[src/rtl/adam_obi_arbiter.sv]
// OBI N-to-1 arbiter with request lock, in-order ID FIFO for response routing and pause handshake.
// Build option: define ADAM_OBI_ARBITER_RR_EN for round-robin arbitration (fixed priority otherwise).
module adam_obi_arbiter #(
  parameter int unsigned NO_REQS    = 2,
  parameter int unsigned ADDR_WIDTH = 32,
  parameter int unsigned DATA_WIDTH = 32,
  parameter int unsigned MAX_TRANS  = 4,
  parameter int unsigned STRB_WIDTH = DATA_WIDTH/8
) (
  input  logic                                 clk,
  input  logic                                 rst,
  input  logic                                 pause_req,
  output logic                                 pause_ack,
  input  logic [NO_REQS-1:0]                   s_req,
  output logic [NO_REQS-1:0]                   s_gnt,
  input  logic [NO_REQS-1:0][ADDR_WIDTH-1:0]   s_addr,
  input  logic [NO_REQS-1:0]                   s_we,
  input  logic [NO_REQS-1:0][STRB_WIDTH-1:0]   s_be,
  input  logic [NO_REQS-1:0][DATA_WIDTH-1:0]   s_wdata,
  output logic [NO_REQS-1:0]                   s_rvalid,
  input  logic [NO_REQS-1:0]                   s_rready,
  output logic [NO_REQS-1:0][DATA_WIDTH-1:0]   s_rdata,
  output logic                                 m_req,
  output logic [ADDR_WIDTH-1:0]                m_addr,
  output logic                                 m_we,
  output logic [STRB_WIDTH-1:0]                m_be,
  output logic [DATA_WIDTH-1:0]                m_wdata,
  input  logic                                 m_gnt,
  input  logic                                 m_rvalid,
  output logic                                 m_rready,
  input  logic [DATA_WIDTH-1:0]                m_rdata
);

  localparam int unsigned ID_W  = (NO_REQS > 1) ? $clog2(NO_REQS) : 1;
  localparam int unsigned CNT_W = $clog2(MAX_TRANS) + 1;
  localparam int unsigned PTR_W = (MAX_TRANS > 1) ? $clog2(MAX_TRANS) : 1;

  typedef logic [ID_W-1:0]  id_t;
  typedef logic [PTR_W-1:0] ptr_t;

  function automatic ptr_t ptr_inc(input ptr_t p);
    if (p == PTR_W'(MAX_TRANS - 1)) begin
      return '0;
    end else begin
      return p + PTR_W'(1);
    end
  endfunction

  logic [CNT_W-1:0] count_q, count_d;
  ptr_t             wr_ptr_q, wr_ptr_d;
  ptr_t             rd_ptr_q, rd_ptr_d;
  id_t              id_fifo_q [MAX_TRANS];
  id_t              id_fifo_d [MAX_TRANS];
  logic             lock_q, lock_d;
  id_t              locked_id_q, locked_id_d;
  logic             pause_ack_q, pause_ack_d;
`ifdef ADAM_OBI_ARBITER_RR_EN
  id_t              rr_ptr_q, rr_ptr_d;
`endif

  id_t  winner;
  id_t  sel;
  id_t  head;
  logic can_issue;
  logic push;
  logic pop;
  logic cnt_nz;

  // Arbitration: pick a winner among asserted requests, overridden by a held lock.
  always_comb begin
    winner = '0;
`ifdef ADAM_OBI_ARBITER_RR_EN
    begin
      logic        found;
      int unsigned cand;
      found = 1'b0;
      cand  = 0;
      for (int unsigned k = 0; k < NO_REQS; k++) begin
        cand = 32'(rr_ptr_q) + k;
        if (cand >= NO_REQS) begin
          cand = cand - NO_REQS;
        end else begin
          cand = cand;
        end
        for (int unsigned j = 0; j < NO_REQS; j++) begin
          if (!found && (cand == j) && s_req[j]) begin
            winner = ID_W'(j);
            found  = 1'b1;
          end else begin
            found = found;
          end
        end
      end
    end
`else
    for (int i = int'(NO_REQS) - 1; i >= 0; i--) begin
      if (s_req[i]) begin
        winner = ID_W'(i);
      end else begin
        winner = winner;
      end
    end
`endif
    if (lock_q) begin
      sel = locked_id_q;
    end else begin
      sel = winner;
    end
  end

  // Address phase mux and grant steering.
  always_comb begin
    can_issue = (count_q < CNT_W'(MAX_TRANS)) && (!pause_req || lock_q) && !pause_ack_q;
    m_req     = 1'b0;
    m_addr    = '0;
    m_we      = 1'b0;
    m_be      = '0;
    m_wdata   = '0;
    for (int unsigned i = 0; i < NO_REQS; i++) begin
      if (sel == ID_W'(i)) begin
        m_req   = s_req[i] && can_issue;
        m_addr  = s_addr[i];
        m_we    = s_we[i];
        m_be    = s_be[i];
        m_wdata = s_wdata[i];
      end else begin
        m_req = m_req;
      end
    end
    push = m_req && m_gnt;
    for (int unsigned i = 0; i < NO_REQS; i++) begin
      s_gnt[i] = push && (sel == ID_W'(i));
    end
  end

  // Response routing to the requester at the FIFO head; stray responses with nothing outstanding are dropped.
  always_comb begin
    cnt_nz   = (count_q != '0);
    head     = id_fifo_q[rd_ptr_q];
    m_rready = 1'b0;
    for (int unsigned i = 0; i < NO_REQS; i++) begin
      s_rdata[i]  = m_rdata;
      s_rvalid[i] = m_rvalid && cnt_nz && (head == ID_W'(i));
      if (head == ID_W'(i)) begin
        m_rready = s_rready[i] && cnt_nz;
      end else begin
        m_rready = m_rready;
      end
    end
    pop = m_rvalid && m_rready;
  end

  // Next-state: FIFO, outstanding count, lock, pause handshake, round-robin pointer.
  always_comb begin
    count_d     = count_q;
    wr_ptr_d    = wr_ptr_q;
    rd_ptr_d    = rd_ptr_q;
    id_fifo_d   = id_fifo_q;
    lock_d      = lock_q;
    locked_id_d = locked_id_q;
`ifdef ADAM_OBI_ARBITER_RR_EN
    rr_ptr_d    = rr_ptr_q;
`endif

    if (push) begin
      id_fifo_d[wr_ptr_q] = sel;
      wr_ptr_d            = ptr_inc(wr_ptr_q);
    end else begin
      wr_ptr_d = wr_ptr_q;
    end

    if (pop) begin
      rd_ptr_d = ptr_inc(rd_ptr_q);
    end else begin
      rd_ptr_d = rd_ptr_q;
    end

    if (push && !pop) begin
      count_d = count_q + CNT_W'(1);
    end else if (pop && !push) begin
      count_d = count_q - CNT_W'(1);
    end else begin
      count_d = count_q;
    end

    // A stalled request is pinned so the address phase cannot change under the master.
    if (push) begin
      lock_d = 1'b0;
    end else if (m_req) begin
      lock_d      = 1'b1;
      locked_id_d = sel;
    end else begin
      lock_d = lock_q;
    end

`ifdef ADAM_OBI_ARBITER_RR_EN
    if (push) begin
      if (sel == ID_W'(NO_REQS - 1)) begin
        rr_ptr_d = '0;
      end else begin
        rr_ptr_d = sel + ID_W'(1);
      end
    end else begin
      rr_ptr_d = rr_ptr_q;
    end
`endif

    if (pause_ack_q) begin
      pause_ack_d = pause_req;
    end else begin
      pause_ack_d = pause_req && !cnt_nz && !lock_q;
    end
  end

  assign pause_ack = pause_ack_q;

  // State registers with synchronous reset.
  always_ff @(posedge clk) begin
    if (rst) begin
      count_q     <= '0;
      wr_ptr_q    <= '0;
      rd_ptr_q    <= '0;
      lock_q      <= 1'b0;
      locked_id_q <= '0;
      pause_ack_q <= 1'b0;
      for (int unsigned i = 0; i < MAX_TRANS; i++) begin
        id_fifo_q[i] <= '0;
      end
`ifdef ADAM_OBI_ARBITER_RR_EN
      rr_ptr_q    <= '0;
`endif
    end else begin
      count_q     <= count_d;
      wr_ptr_q    <= wr_ptr_d;
      rd_ptr_q    <= rd_ptr_d;
      lock_q      <= lock_d;
      locked_id_q <= locked_id_d;
      pause_ack_q <= pause_ack_d;
      id_fifo_q   <= id_fifo_d;
`ifdef ADAM_OBI_ARBITER_RR_EN
      rr_ptr_q    <= rr_ptr_d;
`endif
    end
  end

endmodule

[config.mk]
export PLATFORM = sky130hd
export DESIGN_NAME = adam_obi_arbiter
export DESIGN_NICKNAME = d
export VERILOG_FILES = /design/src/rtl/adam_obi_arbiter.sv
export SDC_FILE = /design/constraint.sdc
export NUM_CORES = 1
export LEC_CHECK = 0
export ABC_AREA = 1
export CORE_AREA = 5 5 121 123
export DETAILED_ROUTE_END_ITERATION = 7
export DIE_AREA = 0 0 126 128
export PLACE_DENSITY_LB_ADDON = 0.25
export SYNTH_ARGS = -nofsm -noshare
export SYNTH_HDL_FRONTEND = slang
export SYNTH_SLANG_ARGS = --single-unit
[constraint.sdc]
create_clock -name clk -period 2.47 [get_ports clk]
set_input_delay 0.3705 -clock clk [delete_from_list [all_inputs] [get_ports clk]]
set_output_delay 0.3705 -clock clk [all_outputs]
set_load 0.005 [all_outputs]
Word level (Yosys, flattened, before mapping)
Cells that the tools add are included.
- order comparisons: 4
- bitwise logic cells: 5
- muxes and demuxes: 20
- equality and inequality tests: 2
- reduce and logical (&&, ||, !) cells: 29
- add/subtract/negate cells: 4
- operator list (kind ; count):
    32-bit two-way mux ; 2
    1-bit logical AND ; 18
    1-bit two-way mux ; 10
    3-bit >= comparator, second input constant ; 2
    1-bit zero test ; 6
    3-bit two-way mux ; 2
    2-bit inverter with 3-bit output ; 2
    2-bit by 1-bit adder with 2-bit output, second input constant ; 2
    4-bit bitwise mux ; 1
    2-bit equality test, second input constant ; 2
    2-bit two-way mux ; 2
    4-bit two-way mux ; 1
    3-bit by 1-bit adder with 3-bit output, second input constant ; 1
    3-bit by 1-bit less-than comparator with 1-bit output, second input constant ; 1
    3-bit less-than comparator, second input constant ; 1
    1-bit inverter ; 3
    3-bit nonzero test ; 1
    3-bit by 1-bit subtractor with 3-bit output, second input constant ; 1
    1-bit binary-select mux with 2-bit select ; 1
    1-bit demux with 2-bit select ; 1
    2-bit AND reduction ; 1
    2-bit nonzero test ; 1
    2-bit OR reduction ; 1
    1-bit logical OR ; 1
- word-level logic and storage cells: 74
- input bits: 179
- register bits after elaboration: 14
- output and inout port bits: 140

Longest topological paths before layout
- depth after elaboration: 11
- depth in mapped cells: 13
- mapped depth without buffers: 13

Least setup slack after synthesis
No wires, ideal clock.
- kind: input port to flip-flop
- start: input s_req[0]
- end: register count_q[2]
- buffers on the path: 0
- data arrival time: 1.878 ns
- data required time: 2.348 ns
- stages on the path: 12
- setup slack: 0.470 ns
- library setup time: 0.122 ns
- path through: inv_1 -> nand3_2 -> nand3_2 -> inv_2 -> nor3_4 -> ha_1 -> inv_1 -> fa_1 -> a21oi_1 -> o21ai_0 -> o21ai_0 -> a21oi_1
- cells in the longest elaborated chain, start to end: 7
- elaborated cells on any way between the ends: 10
- those cells by class: mux (4); reduce/logical (6)
- RTL lines (element ; line ; RTL):
    start, declared ; 14 ; input logic [NO_REQS-1:0] s_req,
    1-bit two-way mux ; 97 ; if (s_req[i]) begin
    1-bit two-way mux ; 104 ; if (lock_q) begin
    1-bit two-way mux * ; 120 ; if (sel == ID_W'(i)) begin
    1-bit logical AND * ; 130 ; push = m_req && m_gnt;
    named net push ; 65 ; logic push;
    1-bit zero test ; 180 ; end else if (pop && !push) begin
    1-bit logical AND ; 180 ;
    2-bit nonzero test (no source line) ; - ;
    end signal, assigned ; 233 ; count_q <= count_d;
    end, declared ; 49 ; logic [CNT_W-1:0] count_q, count_d;
Mark *: on every way through the listed nets, which the timed path passes. The rest lies on a longest branch.
A chain may end at the register's enable or synchronous reset.

Worst setup path after layout
- start: input s_req[0]
- end: output m_addr[6]
- cells in the longest elaborated chain, start to end: 3
- RTL lines (element ; line ; RTL):
    1-bit two-way mux ; 97 ;
    1-bit two-way mux ; 104 ;
    32-bit two-way mux ; 120 ;
    end, declared ; 24 ; output logic [ADDR_WIDTH-1:0] m_addr,
Every way passes these cells.

==> results.md <==
Outcome:
- The flow ran to the end, and the final reports show no timing, DRC or antenna violations.

Clock tree:
- After clock tree synthesis, the flow added hold-fix buffers numbering 0.
- The library cell used as clock root buffer is sky130_fd_sc_hd__clkbuf_16.
- After clock tree synthesis, the clock-pin slew on the worst setup and hold paths is 40 ps.
- The sink count of the clock tree is 14.
- The CTS H-tree depth is 1.
- The number of buffers on the longest clock path is 2.
- The number of clock buffers inserted by TritonCTS is 3.
- The insertion delay to the later sink of the worst-skew pair is 240 ps.
- TritonCTS built the clock tree.
- Buffers added to address setup during post-CTS repair amount to 0.

Synth:
- The most used flip-flop cell after synthesis is sky130_fd_sc_hd__dfxtp_1.
- Yosys instantiated no cell more often than sky130_fd_sc_hd__nand2_1.
- Summed over all instances, the cell type with the most area after synthesis is sky130_fd_sc_hd__nand2_1.
- In the synthesized netlist the async set-or-reset flop fraction comes to 0%.
- Yosys attributes the largest share of cell area to sky130_fd_sc_hd__nand2_1, sky130_fd_sc_hd__buf_4, sky130_fd_sc_hd__dfxtp_1, sky130_fd_sc_hd__ha_1, sky130_fd_sc_hd__inv_1.
- The portion of synthesized cell area occupied by the leading cell type is 40.4%.
- By count the netlist is led by sky130_fd_sc_hd__nand2_1, sky130_fd_sc_hd__buf_4, sky130_fd_sc_hd__inv_1.
- Counting every instance in the synthesized netlist gives 412.
- The number of nets in the synthesized netlist is 598.
- The Yosys warning count is 0.
- In this run, synthesis inferred 0 flip-flops with an integrated enable.
- After synthesis, the netlist uses 23 different library cells.
- The synthesized area per cell is 5.34 um2.
- In this run, synthesis produced a sequential element count of 14.
- The cell area after synthesis is 2200 um2.
- Sequential cells were found to cover 12.7% of the synthesized design area.

Drt:
- The total number of vias is 2897.
- The number of vias per cell after detailed routing is 3.84.
- The number of nets still failing antenna checks after routing is 0.
- After detailed routing, the average wire length per cell comes to 14.4 um.
- The number of DRC violations after detailed-routing iteration 0 is 100.
- The detailed-router iteration count before antenna repair is 4.
- The total length of routed wires is 10900 um.
- For this run, design rule violations remaining after detail routing come to 0.

Finish:
- The sequential cell area in the final layout is 280 um2.
- The share of final-layout standard cells stronger than drive strength 1 is 5.92%.
- The count of inserted antenna diode cells is 0.
- The multi-input gate area in the final layout is 1310 um2.
- The fill cell total of the finished layout is 1469.
- The post-route core utilization is 33.0%.
- The relative area change from synthesis to final layout is 103%.
- The net count of the finished layout is 762.
- The post-route cell area is 4480 um2.

GRT:
- The layer flagged by global routing as most heavily used is met2.
- The remaining global-route overflow is 0.
- The initial antenna violation count came to 2.
- The via count of the first global-routing pass is 2980.
- The first-pass GRT wire length is 15000 um.
- The overall track demand over capacity in global routing is 11.4%.
- The maximum number of pins on one net before global-route repair is 50.
- For met1 alone, demand over resource in global routing was 12.6%.
- Global routing used 4.75% of the available met3 tracks.
- Global routing used 19.6% of the available met2 tracks.

STA:
- The actual slew at the worst max-slew pin is 391 ps.
- The final number of max-transition violations was 0.
- The worst hold margin is 483 ps.
- The hold violation total from the final report is 0.
- The clock period minus final worst setup slack is 2390 ps.
- The setup TNS is 0 ps.
- Derived from the worst setup path, the maximum achievable clock frequency is 419 MHz.
- The worst path setup slack after routing is 81.9 ps.
- Setup repair after global routing left no endpoint under its margin.
- Across the routed clock network, the largest skew measured is 5.23 ps.
- Of the available clock period, the critical path in the final layout requires 96.7%.
- The worst pin sits at a relative slew slack of 73.9%.
- The number of endpoints failing setup at the final stage is 0.

Floorplanning:
- The top-level I/O count is 319.
- After floorplanning, the core was sized to cover 13600 um2.
- The die span in y is 128 um.
- The starting density of the core is 16.2%.
- In this run the core area contains 43 standard-cell rows.
- The width of the chip is 126 um.
- The floorplan die area is 16100 um2.

Critical path:
- The worst endpoint data arrival time is 2020 ps.
- The flop-to-flop setup slack is 400 ps.
- The worst setup path is of the in -> out kind.
- The endpoint type of the worst setup path is an output pin.
- The worst reg-to-reg path cell count is 13.
- STA classifies the critical path startpoint as an input pin.
- At the worst endpoint, the required time is 2100 ps.
- The maximum fanout count along the critical path is 21.

Placement:
- The final HPWL from detailed placement is 8670 um.
- Routability-driven placement finished with a final weighted congestion of 0.798.
- Port buffering added 222 buffers.
- After detailed placement, the total cell area comes to 4220 um2.
- OpenSTA, run right after detailed placement, puts the worst setup slack at -34.1 ps.

Pwr:
- For this design the ratio of total power to cell area is 449 nW/um2.
- The static leakage is 2.15 nW.
- IR analysis of the VDD net gives a maximum drop of 0.000370 V.

Job:
- The max-capacitance violation count is 0.

Min path:
- The number of instances on the worst hold path is 2.
- The min-delay analysis places its worst path in the category reg -> reg.
worst paths after layout:
check	startpoint	endpoint
setup / recovery	s_req[0]	m_addr[6]
hold / removal	count_q[1]	count_q[1]
setup reg to reg	rd_ptr_q[0]	count_q[2]
hold reg to reg	count_q[1]	count_q[1]
report_power, final:
part / leakage [nW] / internal, mW / total, mW / switching (mW)
clock network: 0.0370 / 0.212 / 0.301 / 0.0896
registers: 0.114 / 0.280 / 0.326 / 0.0466
logic: 2.00 / 0.794 / 1.38 / 0.588
kinds of logic (layout without fill, tap and decap cells):
logic type	Yosys count	after routing	synth area share, %
xor+xnor	1	1	0.398
compound gates	13	13	2.96
buf+inv	102	264	28.8
fa+ha+maj	7	7	4.32
simple gates	275	275	50.8
flops	14	14	12.7
final cells by class:
| type | count | share of cell area, % |
|---|---|---|
| flip-flops and latches | 14 | 6.26 |
| well taps | 180 | 5.03 |
| repair buffers | 238 | 55.5 |
| inverters | 23 | 2.21 |
| multi-input cells | 296 | 29.3 |
| clock buffers | 3 | 1.68 |
repair_timing:
action	4_1_cts	5_1_grt
gates cloned	0	4
pin swaps	0	2
endpoints found under the setup margin	2	70
resized for setup	1	24
routing by layer:
metal  vias up  part of all wire (%)  wire length [um]
li1       1502                     -                 -
met2       130                    49              5310
met1      1213                    38              4130
met5         -                  0.25                27
met3        48                   9.8              1070
met4         4                   3.3               359
cells in the final DEF, fill, tap and decap left out, types with 2 or more instances in the layout:
master,instances
sky130_fd_sc_hd__nand2_1,236
sky130_fd_sc_hd__inv_2,4
sky130_fd_sc_hd__dlymetal6s2s_1,10
sky130_fd_sc_hd__clkdlybuf4s50_1,212
sky130_fd_sc_hd__ha_1,6
sky130_fd_sc_hd__buf_12,3
sky130_fd_sc_hd__dfxtp_1,14
sky130_fd_sc_hd__nand2_2,2
sky130_fd_sc_hd__clkbuf_16,7
sky130_fd_sc_hd__buf_4,7
sky130_fd_sc_hd__o21ai_0,5
sky130_fd_sc_hd__a21oi_1,8
sky130_fd_sc_hd__nand3_1,11
sky130_fd_sc_hd__nor2_1,17
sky130_fd_sc_hd__inv_1,18
per-stage QoR:
stage               power (mW)  instances
floorplan                0.956        412
global placement          1.65        747
detailed placement        1.65        747
CTS                       1.97        750
global route              2.19        754
finish                    2.01        754
flip-flops by register name, summed over array words and instances, names as in the netlist:
| signal | flops |
|---|---|
| locked_id_q | 1 |
| pause_ack | 1 |
| rd_ptr_q | 2 |
| lock_q | 1 |
| wr_ptr_q | 2 |
| count_q | 3 |
| id_fifo_q | 4 |
worst max-delay path, cell delays in order:
cell and delay [ps]:
sky130_fd_sc_hd__clkdlybuf4s50_1 470, sky130_fd_sc_hd__inv_2 50, sky130_fd_sc_hd__nand3_4 80, sky130_fd_sc_hd__nand2_8 110, sky130_fd_sc_hd__clkinv_8 110, sky130_fd_sc_hd__clkbuf_16 190
sky130_fd_sc_hd__nand2_1 60, sky130_fd_sc_hd__nand2_1 50, sky130_fd_sc_hd__clkdlybuf4s50_1 520
Note: power is estimated with default switching activity, not from simulation.
